## config.mk

```make
export PLATFORM = sky130hd
export DESIGN_NAME = riscv_lsu
export DESIGN_NICKNAME = d
export VERILOG_FILES = /design/src/rtl/riscv_lsu.sv
export SDC_FILE = /design/constraint.sdc
export NUM_CORES = 1
export LEC_CHECK = 0
export CAP_MARGIN = 20
export CORE_ASPECT_RATIO = 1.4
export CORE_UTILIZATION = 28
export CTS_CLUSTER_DIAMETER = 100
export DETAILED_ROUTE_END_ITERATION = 12
export DONT_BUFFER_PORTS = 1
export SYNTH_ARGS = -nofsm -noshare
export SYNTH_HDL_FRONTEND = slang
export SYNTH_SLANG_ARGS = --single-unit
```

## constraint.sdc

```tcl
create_clock -name clk -period 3.1 [get_ports clk]
set_input_delay 0.31 -clock clk [delete_from_list [all_inputs] [get_ports clk]]
set_output_delay 0.31 -clock clk [all_outputs]
set_load 0.02 [all_outputs]
```

## src/rtl/riscv_lsu.sv

```systemverilog
// riscv_lsu: load/store unit between the core and a wait-state word memory port.
// Define LSU_MISALIGN_EXC_EN to trap misaligned H/W accesses instead of masking the low address bits.
module riscv_lsu #(
  parameter int ADDR_W  = 32,
  parameter int TIMEOUT = 255
) (
  input  logic              clk,
  input  logic              rst_n,
  input  logic              lsu_req_i,
  input  logic              lsu_we_i,
  input  logic [2:0]        lsu_size_i,
  input  logic [ADDR_W-1:0] lsu_addr_i,
  input  logic [31:0]       lsu_wdata_i,
  output logic [31:0]       lsu_rdata_o,
  output logic              lsu_stall_o,
  output logic              lsu_misaligned_o,
  output logic              lsu_bus_err_o,
  output logic              mem_req_o,
  output logic              mem_we_o,
  output logic [3:0]        mem_be_o,
  output logic [ADDR_W-1:0] mem_addr_o,
  output logic [31:0]       mem_wdata_o,
  input  logic [31:0]       mem_rdata_i,
  input  logic              mem_ready_i
);
  typedef enum logic [1:0] {IDLE, REQ, DONE} state_t;
  state_t            state_q, state_d;
  logic [9:0]        cnt_q, cnt_d;
  logic              req_q, req_d, we_q, we_d;
  logic [3:0]        be_q, be_d;
  logic [ADDR_W-1:0] addr_q, addr_d;
  logic [31:0]       wdata_q, wdata_d, rdata_q, rdata_d;
  logic [2:0]        size_q, size_d;
  logic [1:0]        off_q, off_d, off;
  logic              is_b, is_h, accepted, timeout;
  logic [31:0]       sh, ext;
  assign is_b = lsu_size_i[1:0] == 2'b00;
  assign is_h = lsu_size_i[1:0] == 2'b01;
`ifdef LSU_MISALIGN_EXC_EN
  logic mis;
  assign mis              = (is_h & lsu_addr_i[0]) | (!is_b & !is_h & |lsu_addr_i[1:0]);
  assign accepted         = !mis;
  assign lsu_misaligned_o = lsu_req_i & mis & (state_q == IDLE);
  assign off              = lsu_addr_i[1:0];
`else
  assign accepted         = 1'b1;
  assign lsu_misaligned_o = 1'b0;
  assign off              = is_b ? lsu_addr_i[1:0] : is_h ? {lsu_addr_i[1], 1'b0} : 2'b00;
`endif
  // Error fires on the TIMEOUT-th non-ready REQ cycle; a simultaneous ready takes priority.
  assign timeout       = (TIMEOUT != 0) && (cnt_q == 10'(TIMEOUT - 1));
  assign lsu_bus_err_o = (state_q == REQ) & !mem_ready_i & timeout;
  assign lsu_stall_o   = lsu_req_i & accepted & (state_q != DONE);
  assign sh  = mem_rdata_i >> {off_q, 3'b000};
  assign ext = size_q[1:0] == 2'b00 ? (size_q[2] ? {24'b0, sh[7:0]} : {{24{sh[7]}}, sh[7:0]}) :
               size_q[1:0] == 2'b01 ? (size_q[2] ? {16'b0, sh[15:0]} : {{16{sh[15]}}, sh[15:0]}) :
               mem_rdata_i;
  always_comb begin
    state_d = state_q;
    cnt_d   = cnt_q;
    we_d    = we_q;
    be_d    = be_q;
    addr_d  = addr_q;
    wdata_d = wdata_q;
    size_d  = size_q;
    off_d   = off_q;
    rdata_d = rdata_q;
    case (state_q)
      IDLE: if (lsu_req_i && accepted) begin
        state_d = REQ;
        cnt_d   = '0;
        we_d    = lsu_we_i;
        be_d    = is_b ? 4'b0001 << off : is_h ? 4'b0011 << off : 4'b1111;
        addr_d  = {lsu_addr_i[ADDR_W-1:2], 2'b00};
        wdata_d = is_b ? {4{lsu_wdata_i[7:0]}} : is_h ? {2{lsu_wdata_i[15:0]}} : lsu_wdata_i;
        size_d  = lsu_size_i;
        off_d   = off;
      end
      REQ: if (mem_ready_i) begin
        state_d = DONE;
        rdata_d = we_q ? rdata_q : ext;
      end else if (timeout) begin
        state_d = DONE;
        rdata_d = '0;
      end else begin
        cnt_d = cnt_q + 10'd1;
      end
      default: state_d = IDLE;
    endcase
    req_d = state_d == REQ;
  end
  always_ff @(posedge clk or negedge rst_n) begin
    if (!rst_n) begin
      state_q <= IDLE;
      cnt_q   <= '0;
      req_q   <= 1'b0;
      we_q    <= 1'b0;
      be_q    <= '0;
      addr_q  <= '0;
      wdata_q <= '0;
      size_q  <= '0;
      off_q   <= '0;
      rdata_q <= '0;
    end else begin
      state_q <= state_d;
      cnt_q   <= cnt_d;
      req_q   <= req_d;
      we_q    <= we_d;
      be_q    <= be_d;
      addr_q  <= addr_d;
      wdata_q <= wdata_d;
      size_q  <= size_d;
      off_q   <= off_d;
      rdata_q <= rdata_d;
    end
  end
  assign mem_req_o   = req_q;
  assign mem_we_o    = we_q;
  assign mem_be_o    = be_q;
  assign mem_addr_o  = addr_q;
  assign mem_wdata_o = wdata_q;
  assign lsu_rdata_o = rdata_q;
endmodule

```

==> results of run 1 <==
[registers in the layout, summed over array words and instances (netlist names)]
name and flops:
mem_wdata_o 32, mem_req_o 1, cnt_q 10, size_q 3, state_q 2, off_q 2, mem_be_o 4, mem_we_o 1
lsu_rdata_o 32, mem_addr_o 30
[metrics by stage]
| step | worst slack, ns | instances | hold WS, ns | utilization [%] |
|---|---|---|---|---|
| 2_1_floorplan | 0.722 | 580 | 0.0144 | - |
| 3_3_place_gp | 0.667 | 792 | 0.0192 | 29.6 |
| 3_5_place_dp | 0.618 | 792 | 0.0188 | 29.6 |
| 4_1_cts | 0.601 | 864 | 0.000161 | 34.9 |
| 5_1_grt | 0.488 | 865 | 0.0114 | 35.0 |
| 6_report | 0.600 | 865 | 0.0200 | 35.0 |
[timing repair]
action | in CTS | in global routing
hold buffers | 40 | 1
hold endpoints to repair | 155 | 1
resized for setup | 0 | 0
buffers inserted | 0 | 0
[how the worst max path moves through the flow]
stage | endpoint | slack (ns) | cells after the start
after CTS | lsu_rdata_o[29] | 0.60 | 6
after global placement | lsu_rdata_o[20] | 0.67 | 6
after global routing | lsu_rdata_o[25] | 0.49 | 6
after floorplan | lsu_rdata_o[16] | 0.72 | 8
after detailed placement | lsu_rdata_o[29] | 0.62 | 6
final | lsu_rdata_o[29] | 0.60 | 6
[per-layer routing]
metal	vias up	GRT usage, %	wire length, um
met1	2153	17.1	6080
li1	2065	-	-
met2	205	28.0	8230
met4	0	5.48	249
met5	-	0	0
met3	18	6.37	1530
[Yosys cell counts (all sizes together), types with 14 or more instances]
master  number
o21ai       47
a21oi       21
nand2      163
nand3       21
a221o       16
clkbuf      32
dfrtp      117
buf         14
mux2i       34
nor2        20
[report_power, final]
group	internal, mW	total, mW	switching [mW]
logic	0.539	1.23	0.696
registers	2.11	3.31	1.21
clock network	1.30	2.03	0.723
total	3.95	6.58	2.63
[kinds of logic after synthesis]
kind of cell,synth area share [%]
flops,53.1
simple gates,19.1
xor+xnor,0.159
fa+ha+maj,1.36
mux,6.58
other cells,0.0680
compound gates,15.5
buf+inv,4.15
[layout make-up]
type                    count  area share, %
flip-flops and latches    117           43.4
multi-input cells         411           35.2
repair buffers             51           7.45
clock buffers              20           6.77
well taps                 248           4.60
clock inverters            12           2.26
inverters                   6          0.334
==> qor.yml, run 1 <==
grt_pass1_wl_um: 24600
most_common_cell_after_layout_fill_and_taps_aside: "nand2_1"
fin_worst_skew_ns: 0.0100
finalSetupViolCount: 0
grt_usage_pct: 15.9
number_of_flip_flops_and_latches_in_the_synthesized_netlist: 117
timing.final.crit_share_pct: 80.6
post_synth_inst_count: 578
drt-initial-drc-count: 214
worst_setup_path_start_kind: "flip-flop"
tritoncts: "done"
static-leakage-power_nw: 3.05
crit_path_launch: "cnt_q[0]"
drive_above_1_share_pct: 8.27
cts-buffers-inserted: 17
multi_input_area_sq_um: 2370
final_cell_area_sq_um: 6750
peak_clock_frequency_supported_by_timing_ghz: 0.400
cp_cell_sequence: "inv_1 -> ha_1 -> or3b_1 -> or4_4 -> and2_4 -> a221o_1"
dieHeight_um: 168
measured_slew_at_the_worst_slew_check_pin_ns: 0.915
post_drt_via_cell_ratio: 5.13
gp_routability_congestion: 0.818
timing.slew.headroom_pct: 38.8
synth_cell_types: 47
irDropWorstVdd_mv: 0.481
cts-htree-levels: 4
numClockSinks: 117
placeable_area_sq_um: 19300
detail_route.wl_per_cell_um: 18.6
ranking_of_synthesized_cells_by_area: "dfrtp_1, nand2_1, mux2i_1"
num-nets-final: 714
firstDrtPassIters: 4
p_per_area_nw_per_um2: 975
fin_total_pwr_mw: 6.58
critical_path.reg2reg.endpoint: "lsu_rdata_o[29]"
post_synthesis_to_final_layout_area_growth_pct: 22.3
port-buffer-count: 0
final_hold_viol_count: 0
async_flop_share_pct: 100
ys_warn_count: 0
synth_area_sq_um: 5520
routed-via-count: 4441
seq_area_sq_um: 2930
min_to: "size_q[0]"
boundaryPins: 209
clock_path_buffers: 2
drcViolationCount: 0
leading_cell_types_in_the_layout_fill_and_taps_excluded: "nand2_1, dfrtp_1, o21ai_0, dlygate4sd3_1, mux2i_1"
cp.required_ns: 3.38
cts_clock_pin_slew_for_the_worst_setup_and_hold_paths_ns: 0.05
worst_ep_arrival_time_ns: 2.78
antenna-diode-count: 0
post_synth.cell_area_avg_sq_um: 9.54
cp-end-kind: "flip-flop"
hp_start: "lsu_size_i[0]"
timing.setup.critical_path_class: "reg -> reg"
dp_hpwl_um: 10900
grt_remaining_overflow: 0
initial_utilization_pct: 28.6
grt_start_max_net_pins: 118
design.die.area_sq_um: 20300
totalNegativeSetupSlack_ns: 0
worstPathBufferInverterCount: 1
r2r-start: "cnt_q[0]"
grt_pass1_vias: 4474
slew_violations: 0
crit_path_max_incr_delay_ns: 0.61
reg2reg_slack_ns: 0.60
path_delay_family: "simple AND/OR/NAND/NOR gates"
post_dp_cell_area_sq_um: 5710
critical_path.slowest_cell: "or4_4"
clockRootBuffer: "clkbuf_16"
fillerInstances: 1903
worst-r2r-cell-count: 6
maximum_net_fanout_on_the_critical_path: 27
cell_taking_the_most_area_after_synthesis: "dfrtp_1"
antenna_violating_nets_post_route: 0
number_of_enable_type_register_cells_in_the_synthesized_netlist: 0
synth.top_cell.area_share_pct: 53.1
antenna_found_initial: 0
rsz0062_at_grt: "false"
clock_latency_ns: 0.41
finalWirelength_um: 16100
ys_seq_area_share_pct: 53.1
outcome: "finished, final reports clean"
synth_top_flop_cell: "dfrtp_1"
cap_viol_max_count: 0
die_w_um: 121
floorplan.rows: 60
timing.final.crit_period_ns: 2.50
whs_path_depth: 2
tightest_hold_check_type: "in -> reg"
Power figures use the tool's default switching activity.
==> inputs of run 2 (changes only) <==
- ABC_AREA: not set -> 1
- clock period: 3.1 -> 2.55 ns (I/O delays scaled with it)
==> run 2 against run 1 <==
Net effect: the flow now finishes with violations (negative hold slack); total power up 30%; core utilization up 0.73 points; synthesized cell count rose by 30%; sequential power grew 24%; critical path depth is 2 higher; sequential cell count unchanged; non-clock buffer count grew 26; final cell count is 24% higher; register-to-register slack lost 0.22 ns; worst setup slack worse by 0.29 ns; clock-buffer cell count is 1 lower; largest cell class unchanged; largest power group unchanged; highest routed layer unchanged.
==> qor.yml, run 2 <==
outcome: "finished, violations left"
violations: "negative hold slack"
numClockSinks: 117
timing.setup.critical_path_class: "reg -> out"
placeable_area_sq_um: 20500
initial_utilization_pct: 28.4
synth_top_flop_cell: "dfrtp_1"
num-nets-final: 917
fin_worst_skew_ns: 0.00952
gp_routability_congestion: 0.899
antenna_violating_nets_post_route: 0
synth_area_sq_um: 5820
grt_pass1_vias: 5348
static-leakage-power_nw: 3.56
irDropWorstVdd_mv: 0.429
post_drt_via_cell_ratio: 4.90
grt_usage_pct: 17.3
cap_viol_max_count: 0
timing.final.crit_share_pct: 87.7
antenna_found_initial: 1
drcViolationCount: 0
cts_hold_buffers: 69
grt_pass1_wl_um: 28300
cp.required_ns: 2.30
finalSetupViolCount: 0
totalNegativeSetupSlack_ns: 0
synth.top_cell.area_share_pct: 50.3
worst_ep_arrival_time_ns: 1.98
port-buffer-count: 0
tritoncts: "done"
dp_hpwl_um: 12300
async_flop_share_pct: 100
drt-initial-drc-count: 430
clock_latency_ns: 0.41
most_common_cell_after_layout_fill_and_taps_aside: "nand2_1"
cp-end-kind: "output pin"
number_of_flip_flops_and_latches_in_the_synthesized_netlist: 117
ys_warn_count: 0
synth_cell_types: 34
peak_clock_frequency_supported_by_timing_ghz: 0.447
design.die.area_sq_um: 21400
maximum_net_fanout_on_the_critical_path: 22
floorplan.rows: 62
die_w_um: 124
clock_path_buffers: 2
hold_slack_ns: -0.449
fin_total_pwr_mw: 8.54
cell_taking_the_most_area_after_synthesis: "dfrtp_1"
ys_seq_area_share_pct: 50.3
slew_violations: 0
drive_above_1_share_pct: 7.08
cells_resized_by_post_cts_repair: 0
timing.final.crit_period_ns: 2.24
grt_remaining_overflow: 0
finalWirelength_um: 18000
post_synthesis_to_final_layout_area_growth_pct: 25.5
firstDrtPassIters: 5
worst_setup_path_start_kind: "flip-flop"
cts_clock_pin_slew_for_the_worst_setup_and_hold_paths_ns: 0.06
tightest_hold_check_type: "in -> async"
cts-htree-levels: 4
post_synth_inst_count: 751
rsz0062_at_grt: "false"
number_of_enable_type_register_cells_in_the_synthesized_netlist: 0
synth_top_cells_by_count: "nand2_1, dfrtp_1, nand3_1"
measured_slew_at_the_worst_slew_check_pin_ns: 0.600
final_hold_viol_count: 117
detail_route.wl_per_cell_um: 16.7
p_per_area_nw_per_um2: 1170
dieHeight_um: 173
timing.slew.headroom_pct: 59.8
clockRootBuffer: "clkbuf_16"
grt_start_max_net_pins: 118
ranking_of_synthesized_cells_by_area: "dfrtp_1, nand2_1, nand3_1"
post_synth.cell_area_avg_sq_um: 7.76
routed-via-count: 5271
yosys.cell_count.top_type: "nand2_1"
cts-buffers-inserted: 17
cts_setup_buffers: 0
worst-r2r-cell-count: 7
boundaryPins: 209
leading_cell_types_in_the_layout_fill_and_taps_excluded: "nand2_1, dfrtp_1, dlygate4sd3_1, nand3_1, nor2_1"
fillerInstances: 2156
## run 2: cell types whose count changed in the layout (fill, tap and decap cells not counted), sizes merged, moves of 26 or more
cell | before | now
inv | 6 | 49
nand3 | 21 | 68
nand2 | 163 | 302
mux2i | 34 | 0
dlygate4sd3 | 40 | 69
nor2 | 20 | 46
## run 2: worst max-delay path, stage by stage, from the launching register on
cell and delay (ns):
dfrtp_1 0.45, inv_1 0.09, ha_1 0.14, nand2_1 0.05
nor2_1 0.11, nand2_1 0.08, nor2_2 0.11, nand2_2 0.27
inv_1 0.27
## run 2: path summary, 6_finish.rpt
path	start	to	slack, ns
min in group clk	lsu_size_i[0]	mem_wdata_o[27]	0.02
worst min register to register	cnt_q[9]	cnt_q[9]	0.53
max in group asynchronous	rst_n	mem_addr_o[15]	2.80
worst max-delay path	cnt_q[0]	lsu_bus_err_o	0.31
worst min-delay path	rst_n	lsu_rdata_o[26]	-0.45
worst max register to register	state_q[0]	mem_wdata_o[25]	0.38
## run 2: layout make-up
type | count | area [sq um] | share of cell area (%)
clock buffers | 19 | 443 | 6.06
multi-input cells | 544 | 2460 | 33.7
repair buffers | 77 | 763 | 10.4
clock inverters | 12 | 203 | 2.77
diodes | 1 | 2.50 | 0.0342
inverters | 50 | 188 | 2.57
flip-flops and latches | 117 | 2930 | 40.0
well taps | 256 | 320 | 4.38
## run 2: layer usage
layer / wire length [um] / share of wire (%) / GRT usage [%] / up-vias
met4: 564 / 3.1 / 7.39 / 0
met5: 0 / 0 / 0 / -
met3: 1620 / 9.0 / 6.79 / 40
met1: 6760 / 38 / 19.0 / 2481
met2: 9040 / 50 / 29.2 / 220
li1: - / - / - / 2530
## run 2: cells by family (layout without fill, tap and decap cells)
logic type	Yosys count	in the layout	synth area share (%)
other	1	4	0.0644
and+or+nand+nor	440	440	31.4
DFF	117	117	50.3
AOI/OAI and AO/OA	90	90	8.68
buffers and inverters	92	158	7.54
adders and majority gates	6	6	1.29
xor gates and xnor gates	5	5	0.752
## run 2: report_power, final
part	internal (mW)	total, mW	switching (mW)
logic	0.693	1.82	1.13
clock network	1.76	2.63	0.868
registers	2.59	4.10	1.51
total	5.04	8.54	3.50
## run 2: stage by stage
step	util, %	cell area (sq um)	instances	setup WS, ns
6_report	35.7	7310	1076	0.313
4_1_cts	35.7	7310	1075	0.260
2_1_floorplan	-	5830	753	0.945
5_1_grt	35.7	7310	1076	0.0972
3_5_place_dp	29.2	5970	975	0.628
3_3_place_gp	29.2	5970	975	0.680
